$ cat src/rtl/axilite_noc_request.sv
// AXI-Lite AR/AW/W front end that issues OpenPiton non-cacheable NoC requests.
// Each packet also pushes a {type, addr[3]} descriptor to the response side.
`ifndef NOC_DATA_WIDTH
`define NOC_DATA_WIDTH 64
`endif
`ifndef PHY_ADDR_WIDTH
`define PHY_ADDR_WIDTH 40
`endif
`ifndef MSG_TYPE_NC_LOAD_REQ
`define MSG_TYPE_NC_LOAD_REQ 8'd14
`endif
`ifndef MSG_TYPE_NC_STORE_REQ
`define MSG_TYPE_NC_STORE_REQ 8'd15
`endif
`ifndef MSG_DST_CHIPID
`define MSG_DST_CHIPID 63:50
`define MSG_DST_X 49:42
`define MSG_DST_Y 41:34
`define MSG_LENGTH 29:22
`define MSG_TYPE 21:14
`define MSG_MSHRID 13:6
`define MSG_ADDR 63:16
`define MSG_DATA_SIZE 15:13
`define MSG_SRC_CHIPID 63:50
`define MSG_SRC_X 49:42
`define MSG_SRC_Y 41:34
`endif

module axilite_noc_request #(
    parameter int          AXI_LITE_DATA_WIDTH = 64,
    parameter int          AXI_LITE_ADDR_WIDTH = 64,
    parameter logic [2:0]  REQ_DATA_SIZE       = 3'b011,
    parameter logic [13:0] SRC_CHIPID          = '0,
    parameter logic [7:0]  SRC_X               = '0,
    parameter logic [7:0]  SRC_Y               = '0,
    parameter logic [13:0] DST_CHIPID          = '0,
    parameter logic [7:0]  DST_X               = '0,
    parameter logic [7:0]  DST_Y               = '0,
    parameter logic [1:0]  MSG_TYPE_LOAD       = 2'd1,
    parameter logic [1:0]  MSG_TYPE_STORE      = 2'd2
) (
    input  logic                               clk,
    input  logic                               rst,
    input  logic [AXI_LITE_ADDR_WIDTH-1:0]     s_axi_araddr,
    input  logic                               s_axi_arvalid,
    output logic                               s_axi_arready,
    input  logic [AXI_LITE_ADDR_WIDTH-1:0]     s_axi_awaddr,
    input  logic                               s_axi_awvalid,
    output logic                               s_axi_awready,
    input  logic [AXI_LITE_DATA_WIDTH-1:0]     s_axi_wdata,
    input  logic [AXI_LITE_DATA_WIDTH/8-1:0]   s_axi_wstrb,
    input  logic                               s_axi_wvalid,
    output logic                               s_axi_wready,
    output logic                               noc_valid_out,
    output logic [`NOC_DATA_WIDTH-1:0]         noc_data_out,
    input  logic                               noc_ready_in,
    output logic [2:0]                         transaction_type_wr_data,
    output logic                               transaction_type_wr,
    input  logic                               type_fifo_full
);

    localparam int NW         = `NOC_DATA_WIDTH;
    localparam int PHY_W      = `PHY_ADDR_WIDTH;
    localparam int DATA_FLITS = AXI_LITE_DATA_WIDTH / NW;
    localparam int CNT_W      = (DATA_FLITS > 1) ? $clog2(DATA_FLITS) : 1;
    localparam logic [7:0] LOAD_LEN  = 8'd2;
    localparam logic [7:0] STORE_LEN = 8'(2 + DATA_FLITS);
    localparam logic [CNT_W-1:0] LAST_FLIT = CNT_W'(DATA_FLITS - 1);

    typedef enum logic [2:0] {
        IDLE,
        HDR0,
        HDR1,
        HDR2,
        DATA
    } state_t;

    state_t                         state_q;
    logic                           ar_full_q;
    logic [PHY_W-1:0]               ar_addr_q;
    logic                           aw_full_q;
    logic [PHY_W-1:0]               aw_addr_q;
    logic                           w_full_q;
    logic [AXI_LITE_DATA_WIDTH-1:0] w_data_q;
    logic                           favor_load_q;
    logic                           is_store_q;
    logic [PHY_W-1:0]               pkt_addr_q;
    logic [AXI_LITE_DATA_WIDTH-1:0] pkt_data_q;
    logic [CNT_W-1:0]               cnt_q;
    logic                           valid_q;
    logic [NW-1:0]                  data_q;

    logic ar_hs, aw_hs, w_hs;
    logic load_pend, store_pend, pick_load;
    logic flit_acc, last_acc, grant;
    logic rel_ar, rel_st;
    logic unused_inputs;

    function automatic logic [NW-1:0] bswap(input logic [NW-1:0] w);
        logic [NW-1:0] r;
        r = '0;
        for (int i = 0; i < NW / 8; i++) begin
            r[8*i +: 8] = w[8*(NW/8-1-i) +: 8];
        end
        return r;
    endfunction

    function automatic logic [NW-1:0] word_at(
        input logic [AXI_LITE_DATA_WIDTH-1:0] d,
        input int k
    );
        return bswap(NW'(d >> (NW * k)));
    endfunction

    function automatic logic [NW-1:0] hdr0(input logic st);
        logic [NW-1:0] h;
        h = '0;
        h[`MSG_DST_CHIPID] = DST_CHIPID;
        h[`MSG_DST_X]      = DST_X;
        h[`MSG_DST_Y]      = DST_Y;
        h[`MSG_LENGTH]     = st ? STORE_LEN : LOAD_LEN;
        h[`MSG_TYPE]       = st ? `MSG_TYPE_NC_STORE_REQ
                                : `MSG_TYPE_NC_LOAD_REQ;
        h[`MSG_MSHRID]     = 8'd0;
        return h;
    endfunction

    function automatic logic [NW-1:0] hdr1(input logic [PHY_W-1:0] a);
        logic [NW-1:0] h;
        h = '0;
        h[`MSG_ADDR]      = 48'(a);
        h[`MSG_DATA_SIZE] = REQ_DATA_SIZE;
        return h;
    endfunction

    function automatic logic [NW-1:0] hdr2();
        logic [NW-1:0] h;
        h = '0;
        h[`MSG_SRC_CHIPID] = SRC_CHIPID;
        h[`MSG_SRC_X]      = SRC_X;
        h[`MSG_SRC_Y]      = SRC_Y;
        return h;
    endfunction

    assign s_axi_arready = !ar_full_q && !rst;
    assign s_axi_awready = !aw_full_q && !rst;
    assign s_axi_wready  = !w_full_q && !rst;

    assign ar_hs = s_axi_arvalid && s_axi_arready;
    assign aw_hs = s_axi_awvalid && s_axi_awready;
    assign w_hs  = s_axi_wvalid && s_axi_wready;

    assign load_pend  = ar_full_q;
    assign store_pend = aw_full_q && w_full_q;
    assign pick_load  = load_pend && (!store_pend || favor_load_q);

    // A new grant may ride on the last flit so packets go out back to back.
    assign flit_acc = valid_q && noc_ready_in;
    assign last_acc = flit_acc &&
                      ((state_q == HDR2 && !is_store_q) ||
                       (state_q == DATA && cnt_q == LAST_FLIT));
    assign grant    = !rst && !type_fifo_full &&
                      (load_pend || store_pend) &&
                      (state_q == IDLE || last_acc);

    assign rel_ar = flit_acc && state_q == HDR0 && !is_store_q;
    assign rel_st = flit_acc && state_q == HDR0 && is_store_q;

    assign transaction_type_wr      = grant;
    assign transaction_type_wr_data = pick_load
                                    ? {MSG_TYPE_LOAD, ar_addr_q[3]}
                                    : {MSG_TYPE_STORE, aw_addr_q[3]};

    assign noc_valid_out = valid_q;
    assign noc_data_out  = data_q;

    assign unused_inputs = ^{s_axi_wstrb,
                             s_axi_araddr[AXI_LITE_ADDR_WIDTH-1:PHY_W],
                             s_axi_awaddr[AXI_LITE_ADDR_WIDTH-1:PHY_W]};

    always_ff @(posedge clk) begin
        if (rst) begin
            state_q      <= IDLE;
            ar_full_q    <= 1'b0;
            ar_addr_q    <= '0;
            aw_full_q    <= 1'b0;
            aw_addr_q    <= '0;
            w_full_q     <= 1'b0;
            w_data_q     <= '0;
            favor_load_q <= 1'b1;
            is_store_q   <= 1'b0;
            pkt_addr_q   <= '0;
            pkt_data_q   <= '0;
            cnt_q        <= '0;
            valid_q      <= 1'b0;
            data_q       <= '0;
        end else begin
            if (rel_ar) ar_full_q <= 1'b0;
            if (rel_st) begin
                aw_full_q <= 1'b0;
                w_full_q  <= 1'b0;
            end
            if (ar_hs) begin
                ar_full_q <= 1'b1;
                ar_addr_q <= s_axi_araddr[PHY_W-1:0];
            end
            if (aw_hs) begin
                aw_full_q <= 1'b1;
                aw_addr_q <= s_axi_awaddr[PHY_W-1:0];
            end
            if (w_hs) begin
                w_full_q <= 1'b1;
                w_data_q <= s_axi_wdata;
            end

            unique case (state_q)
                IDLE: ;
                HDR0: if (flit_acc) begin
                    data_q  <= hdr1(pkt_addr_q);
                    state_q <= HDR1;
                end
                HDR1: if (flit_acc) begin
                    data_q  <= hdr2();
                    state_q <= HDR2;
                end
                HDR2: if (flit_acc) begin
                    if (is_store_q) begin
                        data_q  <= word_at(pkt_data_q, 0);
                        cnt_q   <= '0;
                        state_q <= DATA;
                    end else begin
                        valid_q <= 1'b0;
                        state_q <= IDLE;
                    end
                end
                DATA: if (flit_acc) begin
                    if (cnt_q == LAST_FLIT) begin
                        cnt_q   <= '0;
                        valid_q <= 1'b0;
                        state_q <= IDLE;
                    end else begin
                        cnt_q  <= cnt_q + 1'b1;
                        data_q <= word_at(pkt_data_q, int'(cnt_q) + 1);
                    end
                end
                default: state_q <= IDLE;
            endcase

            if (grant) begin
                data_q       <= hdr0(!pick_load);
                valid_q      <= 1'b1;
                state_q      <= HDR0;
                is_store_q   <= !pick_load;
                pkt_addr_q   <= pick_load ? ar_addr_q : aw_addr_q;
                pkt_data_q   <= w_data_q;
                favor_load_q <= !favor_load_q;
            end
        end
    end

endmodule

$ cat config.mk
export PLATFORM = sky130hd
export DESIGN_NAME = axilite_noc_request
export DESIGN_NICKNAME = d
export VERILOG_FILES = /design/src/rtl/axilite_noc_request.sv
export SDC_FILE = /design/constraint.sdc
export NUM_CORES = 1
export LEC_CHECK = 0
export ABC_AREA = 1
export CAP_MARGIN = 20
export CORE_MARGIN = 4
export CORE_UTILIZATION = 53
export CTS_CLUSTER_SIZE = 28
export DETAILED_ROUTE_END_ITERATION = 7
export GPL_ROUTABILITY_DRIVEN = 1
export PLACE_DENSITY = 0.81
export SYNTH_ARGS = -nofsm -noshare
export SYNTH_HDL_FRONTEND = slang
export SYNTH_SLANG_ARGS = --single-unit
$ cat constraint.sdc
create_clock -name clk -period 4 [get_ports clk]
set_input_delay 0.8 -clock clk [delete_from_list [all_inputs] [get_ports clk]]
set_output_delay 0.8 -clock clk [all_outputs]
set_load 0.005 [all_outputs]
==> impl_metrics.env <==
export IMPL_path_clk_slew_ns=0.06
export IMPL_ir_drop_uv=285
export IMPL_worstPathRequired_ns=3.20
export IMPL_grtUsageMet2_pct=37.4
export IMPL_synth_area_leaders="dfxtp_1 (55%), nand2_1 (9.8%), o21ai_0 (9.7%)"
export IMPL_outcome="finished, final reports clean"
export IMPL_clk_latency_ns=0.51
export IMPL_core_sq_um=21800
export IMPL_yosys_warnings=1
export IMPL_stdcell_count=1949
export IMPL_postRouteAntennaNets=0
export IMPL_netlist_area_sq_um=11700
export IMPL_grt_first_pass_wirelength_um=50900
export IMPL_clock_path_buffers=3
export IMPL_syn_avg_cell_area_sq_um=7.92
export IMPL_avgViaCountPerCell=5.44
export IMPL_path_class="register to output pin"
export IMPL_routedWlPerCell_um=16.5
export IMPL_clock_root_buffer="clkbuf_16"
export IMPL_busiest_layer="met1"
export IMPL_p_sw_mw=2.15
export IMPL_ys_seq_area_share_pct=54.8
export IMPL_grt_use_met1_pct=38.3
export IMPL_drc=0
export IMPL_synthDistinctLibCells=26
export IMPL_met3_usage_pct=4.26
export IMPL_fin_skew_ns=0.0193
export IMPL_final_setup_tns_ns=0
export IMPL_dr_pass1_iters=5
export IMPL_finalWorstSetupSlack_ns=0.646
export IMPL_rsz0062_at_grt="no"
export IMPL_critPathArrivalTime_ns=2.55
export IMPL_drtIter0Drc=917
export IMPL_p_leak_nw=5.87
export IMPL_hold_buffers=0
export IMPL_grt_usage_pct=25.2
export IMPL_yosysTopAreaCellShare_pct=54.8
export IMPL_die_y_um=157
export IMPL_rows=54
export IMPL_finalNetCount=1852
export IMPL_p_sw_share_pct=25.8
export IMPL_dp_slack_ns=0.526
export IMPL_cts_resized_gates=0
export IMPL_pwr_share_clk_pct=39.8
export IMPL_crit_fanout=26
export IMPL_critPathLaunchType="register"
export IMPL_gp_congestion=0.841
export IMPL_slew_headroom_pct=51.7
export IMPL_cts_buffers=34
export IMPL_finalHoldViolCount=0
export IMPL_yosysTopAreaCell="dfxtp_1"
export IMPL_fillCellCount=1715
export IMPL_antenna_found_initial=0
export IMPL_cts_tree="built"
export IMPL_grt_pass1_vias=9831
export IMPL_fmax_mhz=298
export IMPL_min_path_type="register to register"
export IMPL_fin_area_sq_um=15200
export IMPL_dp_cells=1889
export IMPL_syn2layout_area_growth_pct=29.6
export IMPL_syn_num_nets=1688
export IMPL_io_pins=279
export IMPL_vias=10600
export IMPL_numPortBuffers=222
export IMPL_drv_cap=0
export IMPL_htree_levels=2
export IMPL_critical_path_endpoint_type="output pin"
export IMPL_grt_max_degree=100
export IMPL_ys_ff_latch=321
export IMPL_p_int_mw=6.19
export IMPL_post_cts_buffers=0
export IMPL_power_density_nw_per_um2=548
export IMPL_postSynthCellCount=1481
export IMPL_overflow=0
export IMPL_cts_sinks=321
export IMPL_wirelength_um=32100
export IMPL_period_needed_ns=3.35
export IMPL_start_util_pct=53.8
export IMPL_worst_slew_pin_slew_ns=0.724
export IMPL_finalCritPeriodShare_pct=83.9
export IMPL_pwr_share_comb_pct=15.7
export IMPL_drv_slew=0
export IMPL_setup_violations=0
export IMPL_seqPwrFrac_pct=44.4
export IMPL_hpwlAfterDp_um=20300
export IMPL_dpl_cell_area_sq_um=14000
export IMPL_diodes=0
export IMPL_drive_gt1_share_pct=5.51
export IMPL_die_w_um=157
export IMPL_p_total_mw=8.34
export IMPL_die_area_sq_um=24600
[registers in the layout, summed over array words and instances, names as in the netlist]
signal         cells
aw_addr_q         40
ar_full_q          1
favor_load_q       1
pkt_addr_q        40
aw_full_q          1
w_full_q           1
pkt_data_q        64
w_data_q          64
is_store_q         1
noc_valid_out      1
state_q            3
noc_data_out      64
ar_addr_q         40
[placed cells by master, fill, tap and decap left out, types with 2 or more instances in the layout]
cell	count
inv_2	4
inv_4	2
buf_4	11
nand2_1	305
a22oi_1	36
clkinv_2	6
dfxtp_1	321
o22ai_1	3
nand2_2	2
clkbuf_16	37
clkbuf_8	7
inv_1	67
nor2_1	125
nor2_4	3
bufinv_16	4
o21ai_0	226
a21oi_1	186
nor3_1	2
clkbuf_1	4
buf_12	6
clkdlybuf4s50_1	222
nand3_1	76
a22oi_2	5
[logic make-up after synthesis]
kind of cell    after synthesis  synth area share, %
flops                       321                 54.8
simple gates                516                 17.6
compound gates              460                 20.8
buf+inv                     184                 6.86
[cells in the mapped netlist]
master,instances
nand2_1,306
o22ai_1,3
inv_4,1
o21ai_0,227
nor3_1,2
nor2_2,1
buf_2,35
nand2_2,2
nor2_1,125
inv_2,4
o31ai_1,1
inv_1,68
o21ai_1,1
buf_4,12
nor2_4,2
a21bo_2,1
a22oi_2,5
nand4_1,1
a21oi_1,186
nand3b_1,1
buf_1,2
buf_6,3
nand3_1,76
dfxtp_1,321
clkbuf_1,59
a22oi_1,36
[per-stage QoR]
step | hold WS (ns) | util [%]
after global placement | 0.433 | 64.2
after CTS | 0.447 | 69.7
after floorplan | 0.425 | -
after global routing | 0.462 | 69.7
after detailed placement | 0.437 | 64.2
final | 0.444 | 69.7
[final cells by class]
cell class / count / area [sq um] / share of cell area [%]
Sequential cell: 321 / 6430 / 42.2
Multi-Input combinational cell: 976 / 4530 / 29.8
Timing Repair Buffer: 239 / 2420 / 15.9
Clock buffer: 48 / 1040 / 6.82
Tap cell: 280 / 350 / 2.30
Inverter: 73 / 279 / 1.83
Clock inverter: 12 / 166 / 1.09
[path summary, 6_finish.rpt]
| kind | startpoint | end | slack [ns] | cells past startpoint |
|---|---|---|---|---|
| max | w_full_q | transaction_type_wr_data[0] | 0.65 | 5 |
| min | ar_addr_q[2] | ar_addr_q[2] | 0.44 | 2 |
| max reg2reg | state_q[1] | pkt_addr_q[1] | 1.13 | 9 |
| min reg2reg | ar_addr_q[2] | ar_addr_q[2] | 0.44 | 2 |
[metal layers]
metal	wire length [um]	vias to the layer above
li1	-	5239
met1	14700	4884
met2	14200	436
met3	2720	41
met4	529	0
met5	0	-
[power groups by stage]
| stage | Combinational (mW) | Sequential, mW | Clock, mW |
|---|---|---|---|
| finish | 1.31 | 3.71 | 3.32 |
| global placement | 1.27 | 3.76 | 0 |
| detailed placement | 1.29 | 3.77 | 0 |
| floorplan | 0.695 | 3.72 | 0 |
| global route | 1.45 | 3.73 | 3.50 |
| CTS | 1.31 | 3.70 | 3.36 |
[worst max-delay path: stages, from the launching register on]
cell and delay, ns:
dfxtp_1 0.36, nand2_1 0.12, o21ai_4 0.55, nand2_1 0.10, o21ai_0 0.28, clkdlybuf4s50_1 0.63
Power figures use the tool's default switching activity.
